**src/rtl/demux4_2.sv**
```systemverilog
// rtl/demux4_2.sv - registered 1-to-4 router with a one-entry valid/ready slot per sink
// Optional broadcast to all four sinks: define DEMUX4_2_BCAST_EN.
module demux4_2 #(
  parameter int WIDTH = 16
) (
  input  logic             clk,
  input  logic             rst,
  input  logic [WIDTH-1:0] in_data,
  input  logic [1:0]       in_sel,
  input  logic             in_valid,
`ifdef DEMUX4_2_BCAST_EN
  input  logic             in_bcast,
`endif
  output logic             in_ready,
  output logic [WIDTH-1:0] output_data,
  output logic [WIDTH-1:0] alu_data,
  output logic [WIDTH-1:0] bstack_data,
  output logic [WIDTH-1:0] bstored_data,
  output logic             output_valid,
  output logic             alu_valid,
  output logic             bstack_valid,
  output logic             bstored_valid,
  input  logic             output_ready,
  input  logic             alu_ready,
  input  logic             bstack_ready,
  input  logic             bstored_ready
);

  // Slot index equals the in_sel code: 3 output, 2 alu, 1 bstack, 0 bstored.
  logic [WIDTH-1:0] data_q [4];
  logic [WIDTH-1:0] data_d [4];
  logic [3:0]       valid_q;
  logic [3:0]       valid_d;
  logic [3:0]       sink_ready;
  logic [3:0]       slot_free;
  logic [3:0]       load;
  logic             bcast;
  logic             accept;

`ifdef DEMUX4_2_BCAST_EN
  assign bcast = in_bcast;
`else
  assign bcast = 1'b0;
`endif

  assign sink_ready = {output_ready, alu_ready, bstack_ready, bstored_ready};

  // A slot can take a word if empty or draining on this same edge.
  assign slot_free = ~valid_q | sink_ready;
  assign in_ready  = bcast ? (&slot_free) : slot_free[in_sel];
  assign accept    = in_valid & in_ready;

  always_comb begin
    load = 4'b0000;
    if (accept) begin
      load = bcast ? 4'b1111 : (4'b0001 << in_sel);
    end
  end

  always_comb begin
    for (int i = 0; i < 4; i++) begin
      valid_d[i] = load[i] | (valid_q[i] & ~sink_ready[i]);
      data_d[i]  = load[i] ? in_data : data_q[i];
    end
  end

  always_ff @(posedge clk) begin
    if (rst) begin
      valid_q <= 4'b0000;
      for (int i = 0; i < 4; i++) begin
        data_q[i] <= '0;
      end
    end else begin
      valid_q <= valid_d;
      for (int i = 0; i < 4; i++) begin
        data_q[i] <= data_d[i];
      end
    end
  end

  assign output_data   = data_q[3];
  assign alu_data      = data_q[2];
  assign bstack_data   = data_q[1];
  assign bstored_data  = data_q[0];
  assign output_valid  = valid_q[3];
  assign alu_valid     = valid_q[2];
  assign bstack_valid  = valid_q[1];
  assign bstored_valid = valid_q[0];

endmodule

```
**config.mk**
```make
export PLATFORM = sky130hd
export DESIGN_NAME = demux4_2
export DESIGN_NICKNAME = d
export VERILOG_FILES = /design/src/rtl/demux4_2.sv
export SDC_FILE = /design/constraint.sdc
export NUM_CORES = 1
export LEC_CHECK = 0
export CAP_MARGIN = 5
export CORE_ASPECT_RATIO = 1.5
export CORE_MARGIN = 2
export CORE_UTILIZATION = 48
export DETAILED_ROUTE_END_ITERATION = 6
export PLACE_DENSITY_LB_ADDON = 0.1
export SETUP_SLACK_MARGIN = 0.1
export SLEW_MARGIN = 20
export SYNTH_ARGS = -nofsm -noshare
export SYNTH_HDL_FRONTEND = slang
export SYNTH_SLANG_ARGS = --single-unit
```
**constraint.sdc**
```tcl
create_clock -name clk -period 3.1 [get_ports clk]
set_input_delay 0.775 -clock clk [delete_from_list [all_inputs] [get_ports clk]]
set_output_delay 0.775 -clock clk [all_outputs]
set_load 0.01 [all_outputs]
```
==> results of run 1 <==
-- through the flow --
| stage | setup slack (ps) | total power, mW | area [um^2] | hold WS (ps) |
|---|---|---|---|---|
| global placement | 3.765 | 1.160 | 3735 | 456.9 |
| CTS | 205.6 | 1.878 | 3935 | 474.2 |
| global route | 143.7 | 1.934 | 3935 | 494.7 |
| finish | 209.1 | 1.866 | 3935 | 471.2 |
| floorplan | 845.3 | 1.050 | 2748 | 492.6 |
| detailed placement | 8.813 | 1.162 | 3735 | 464.7 |
-- placed cells by master, fill, tap and decap left out, types with 2 or more instances in the layout --
cell type	n
clkdlybuf4s50_1	91
nand2b_1	84
dfxtp_1	68
mux2i_1	64
clkbuf_8	11
buf_4	8
a21oi_1	4
clkinv_2	4
buf_12	2
-- layout make-up --
type | count | area [um^2] | area share, %
repair buffers | 103 | 1025 | 26.04
clock buffers | 11 | 151.4 | 3.847
well taps | 70 | 87.58 | 2.226
flip-flops and latches | 68 | 1361 | 34.59
clock inverters | 5 | 50.05 | 1.272
multi-input cells | 159 | 1260 | 32.02
-- flip-flops by register name, indices dropped and copies added, names as in the netlist --
signal   flops
data_q      64
valid_q      4
-- logic make-up (layout without fill, tap and decap cells) --
family                 after synthesis  in the layout  synth area share [%]
buffers and inverters               17            119                 4.599
flip-flops                          68             68                 49.54
multiplexers                        65             65                 24.27
AO/OA/AOI/OAI                        4              4                0.7286
AND/OR/NAND/NOR                     90             90                 20.86
-- repair_timing --
item	4_1_cts	5_1_grt
resized for setup	1	0
setup endpoints to repair	1	0
buffers inserted	0	0
-- worst max-delay path, delay by kind of cell --
kind,cells,cell delay (ps)
buf+inv,2,710
simple gates,1,170
mux,1,470
-- layer usage --
| metal | GRT usage [%] | share of wire [%] | routed length [um] |
|---|---|---|---|
| met1 | 23.42 | 41 | 2452 |
| met2 | 33.41 | 50 | 2961 |
| met3 | 6.163 | 6.9 | 407 |
| met4 | 8.013 | 1.8 | 109 |
| met5 | 0 | 0 | 0 |
-- final timing paths --
kind | end | slack, ps | from | cells past startpoint
worst max-delay path | in_ready | 210 | output_ready | 4
worst min-delay path | data_q[1][5]$_SDFFE_PP0P_ | 470 | data_q[1][5]$_SDFFE_PP0P_ | 2
worst max register to register | data_q[0][10]$_SDFFE_PP0P_ | 1770 | valid_q[0]$_SDFF_PP0_ | 5
worst min register to register | data_q[1][5]$_SDFFE_PP0P_ | 470 | data_q[1][5]$_SDFFE_PP0P_ | 2
-- report_power, final --
part	switching, mW	internal (mW)
clock	0.316	0.410
sequential	0.0161	0.905
combinational	0.0884	0.131
==> impl_metrics.csv, run 1 <==
group,metric,value,unit
clock_tree,cts_max_path_buffers,2,
run_status,outcome,"complete, no violations",
floorplanning,initial_core_util,50.03,%
sta,max_clock_freq,345.9,MHz
layout,final-instance-count-excl-fill,416,
layout,finish.utilization,71.66,%
layout,drive_gt1_share,8.382,%
hold_path,hold_class,"register to register",
sta,period_needed,2891,ps
clock_tree,cts-hold-fix-buffers,0,
critical_path,path_max_fanout,2,
critical_path,cp_cell_sequence,"clkdlybuf4s50_1, nand2b_1, mux4_1, dlygate4sd2_1",
floorplanning,chipHeight,96.67,um
global_route,grt_max_degree,44,
critical_path,max_stage_delay,470,ps
yosys,synth_seq_cells,68,
sta,setup_viol,0,
critical_path,start_kind,"primary input",
yosys,synth_common_cells,"84 x nand2b_1, 68 x dfxtp_1, 64 x mux2i_1",
global_route,grt_pass1_vias,2040,
critical_path,worstPathArrival,2120,ps
placement,port_buffers,93,
yosys,ys_top_cells_by_area,"dfxtp_1 50%, mux2i_1 23%, nand2b_1 19%",
sta,skew,3.584,ps
placement,dp_hpwl,4083,um
floorplanning,die_w,65.78,um
clock_tree,clkTransAtPathRegs,70,ps
clock_tree,cts.sinks,68,
power,ir_drop,0.4368,mV
layout,antenna_cells,0,
yosys,netlist_instances,244,
yosys,synth_flop_cell,"dfxtp_1",
power,p_leak,1.683,nW
critical_path,crit_required,2320,ps
layout,syn2layout_area_growth,43.21,%
yosys,syn-num-nets,269,
layout,layout.nets,366,
global_route,overflow,0,
global_route,antenna_found_initial,0,
detailed_routing,wl,5931,um
critical_path,critPathSlowestCell,"mux4_1",
critical_path,end_kind,"output port",
sta,rsz0062_at_grt,"false",
sta,slew_violations,0,
yosys,async_flop_share,0,%
global_route,grt_pass1_wl,9880,um
detailed_routing,vias_per_cell,4.853,
sta,worstMarginPinSlew,578.7,ps
detailed_routing,dr.pass1.iters,4,
clock_tree,root_buffer,"clkbuf_8",
detailed_routing,final_antenna_net_count,0,
power,powerDensity,474.2,mW/mm^2
yosys,ys_types,16,
yosys,synth.most_common_cell,"nand2b_1",
critical_path,crit_type,"primary input to output port",
yosys,avgSynthCellArea,11.26,um^2
placement,globalplace.congestion,0.8125,
sta,tns,0,ps
sta,fin_crit_sh,93.26,%
detailed_routing,wl_per_cell,14.26,um
detailed_routing,dr.first_iter.drc_count,69,
global_route,grtUsageTotal,20.05,%
layout,fillCellCount,443,
floorplanning,core_area,0.005492,mm^2
floorplanning,num_io_pins,94,
yosys,synth_edf_count,0,
sta,final_hold_viol_count,0,
detailed_routing,drc,0,
clock_tree,clkLatencyLatePin,330,ps
sta,relSlewSlack,61.42,%
yosys,synth_top_area_cell,"dfxtp_1",
detailed_routing,dr_total_vias,2019,
floorplanning,die_area,0.006358,mm^2
clock_tree,h-tree-depth,3,
yosys,synth.yosys.warnings,0,
placement,dp.cells,400,
clock_tree,cts_tree,"built",
floorplanning,floorplan.rows,33,
yosys,synth_top_area_share,49.54,%
flow_run,drv_cap,0,
clock_tree,cts_made_buffers,9,
yosys,synth_seq_area_share,49.54,%
yosys,synth_area,0.002748,mm^2
Power figures use the tool's default switching activity.
==> run 2, diff against run 1 <==
--- a/config.mk
+++ b/config.mk
@@ -10,6 +10,7 @@
 export CORE_MARGIN = 2
 export CORE_UTILIZATION = 48
 export DETAILED_ROUTE_END_ITERATION = 6
+export MAX_ROUTING_LAYER = met4
 export PLACE_DENSITY_LB_ADDON = 0.1
 export SETUP_SLACK_MARGIN = 0.1
 export SLEW_MARGIN = 20
==> impl_metrics.csv, run 2 (same netlist as run 1, synthesis figures left out) <==
group,metric,value,unit
detailed_routing,wl_per_cell,14.27,um
flow_run,drv_cap,0,
placement,globalplace.congestion,0.8245,
sta,max_clock_freq,345.9,MHz
floorplanning,floorplan.rows,33,
layout,postLayoutCellArea,0.003935,mm^2
critical_path,end_kind,"output port",
detailed_routing,vias_per_cell,4.851,
floorplanning,chipHeight,96.67,um
layout,largest_reg_flops,64,
floorplanning,die_area,0.006358,mm^2
critical_path,r2r_start,"valid_q[0]$_SDFF_PP0_",
critical_path,reg2reg_setup_slack,1770,ps
global_route,grt_pass1_vias,2044,
layout,largest_register,"data_q",
layout,antenna_cells,0,
global_route,overflow,0,
detailed_routing,dr.first_iter.drc_count,69,
detailed_routing,dr_total_vias,2018,
detailed_routing,dr.pass1.iters,4,
layout,finish.utilization,71.66,%
layout,drive_gt1_share,8.382,%
clock_tree,clkLatencyLatePin,330,ps
critical_path,crit_required,2320,ps
detailed_routing,wl,5937,um
floorplanning,initial_core_util,50.03,%
layout,layout.nets,366,
clock_tree,root_buffer,"clkbuf_8",
floorplanning,core_area,0.005492,mm^2
layout,top_regs,"data_q (64), valid_q (4)",
critical_path,r2r-end,"data_q[0][10]$_SDFFE_PP0P_",
global_route,grtUsageTotal,20.60,%
critical_path,path_max_fanout,2,
floorplanning,num_io_pins,94,
layout,layout_common_cells,"91 x clkdlybuf4s50_1, 84 x nand2b_1, 68 x dfxtp_1, 64 x mux2i_1, 11 x clkbuf_8",
layout,syn2layout_area_growth,43.21,%
placement,dp_hpwl,4083,um
sta,relSlewSlack,61.61,%
power,powerDensity,474.2,mW/mm^2
sta,tns,0,ps
critical_path,worstPathArrival,2120,ps
placement,placed_area,0.003735,mm^2
sta,skew,3.754,ps
clock_tree,cts_max_path_buffers,2,
power,ir_drop,0.4366,mV
critical_path,max_stage_delay,470,ps
critical_path,r2r_cells,5,
critical_path,cp_cell_sequence,"clkdlybuf4s50_1, nand2b_1, mux4_1, dlygate4sd2_1",
hold_path,min_from,"data_q[1][5]$_SDFFE_PP0P_",
critical_path,critPathSlowestCell,"mux4_1",
global_route,antenna_found_initial,0,
power,p_leak,1.683,nW
detailed_routing,drc,0,
sta,setup_viol,0,
sta,period_needed,2891,ps
critical_path,crit_type,"primary input to output port",
layout,final_common_cell,"clkdlybuf4s50_1",
run_status,outcome,"complete, no violations",
global_route,grt_pass1_wl,9873,um
clock_tree,cts_tree,"built",
sta,rsz0062_at_grt,"false",
sta,final_hold_viol_count,0,
placement,port_buffers,93,
floorplanning,die_w,65.78,um
clock_tree,h-tree-depth,3,
detailed_routing,final_antenna_net_count,0,
clock_tree,clkTransAtPathRegs,70,ps
power,total_power,1.866,mW
global_route,grt_max_degree,44,
sta,worstMarginPinSlew,575.9,ps
hold_path,hold_path_end,"data_q[1][5]$_SDFFE_PP0P_",
hold_path,hold_class,"register to register",
clock_tree,cts-hold-fix-buffers,0,
clock_tree,cts_made_buffers,9,
sta,fin_crit_sh,93.27,%
clock_tree,cts.sinks,68,
hold_path,worstHoldPathCells,2,
sta,slew_violations,0,
critical_path,start_kind,"primary input",
## run 2: cell counts in the layout (fill, tap and decap cells not counted)
No cell type changed its count.
## run 2: power by group
part / switching (mW) / internal, mW
clock network: 0.316 / 0.410
logic: 0.0885 / 0.131
registers: 0.0161 / 0.905
## run 2: cell type report
class	instances	area, um^2
Multi-Input combinational cell	159	1260
Fill cell	443	1556
Sequential cell	68	1361
Clock buffer	11	151.4
Tap cell	70	87.58
Timing Repair Buffer	103	1025
Clock inverter	5	50.05
## run 2: worst max path at each step
stage                 start       end  slack (ps)  cells after the start
2_1_floorplan  bstack_ready  in_ready         850                      2
3_3_place_gp   output_ready  in_ready           4                      4
3_5_place_dp   output_ready  in_ready           9                      4
4_1_cts        output_ready  in_ready         210                      4
5_1_grt        output_ready  in_ready         140                      4
6_report       output_ready  in_ready         210                      4
## run 2: per-layer routing
layer | share of wire (%) | vias up | global-route usage, %
li1 | - | 998 | -
met1 | 42 | 953 | 23.94
met2 | 50 | 59 | 33.41
met3 | 6.0 | 8 | 5.349
met4 | 1.8 | 0 | 8.013
met5 | 0 | - | -
## run 2: repair_timing
action	CTS	global route
gates resized for setup	1	0
buffers inserted	0	0
endpoints found under the setup margin	1	0
## run 2: critical path, delay by kind of cell
family | cells | cell delay (ps)
AND/OR/NAND/NOR | 1 | 170
buffers and inverters | 2 | 710
multiplexers | 1 | 470
## run 2: through the flow
step                      worst slack (ps)  std cells  hold slack, ps
final                                208.8        416           471.2
after global placement               3.765        400           456.9
after global routing                 143.7        416           494.7
after CTS                            205.6        416           474.2
after detailed placement             8.813        400           464.7
after floorplan                      845.3        244           492.6
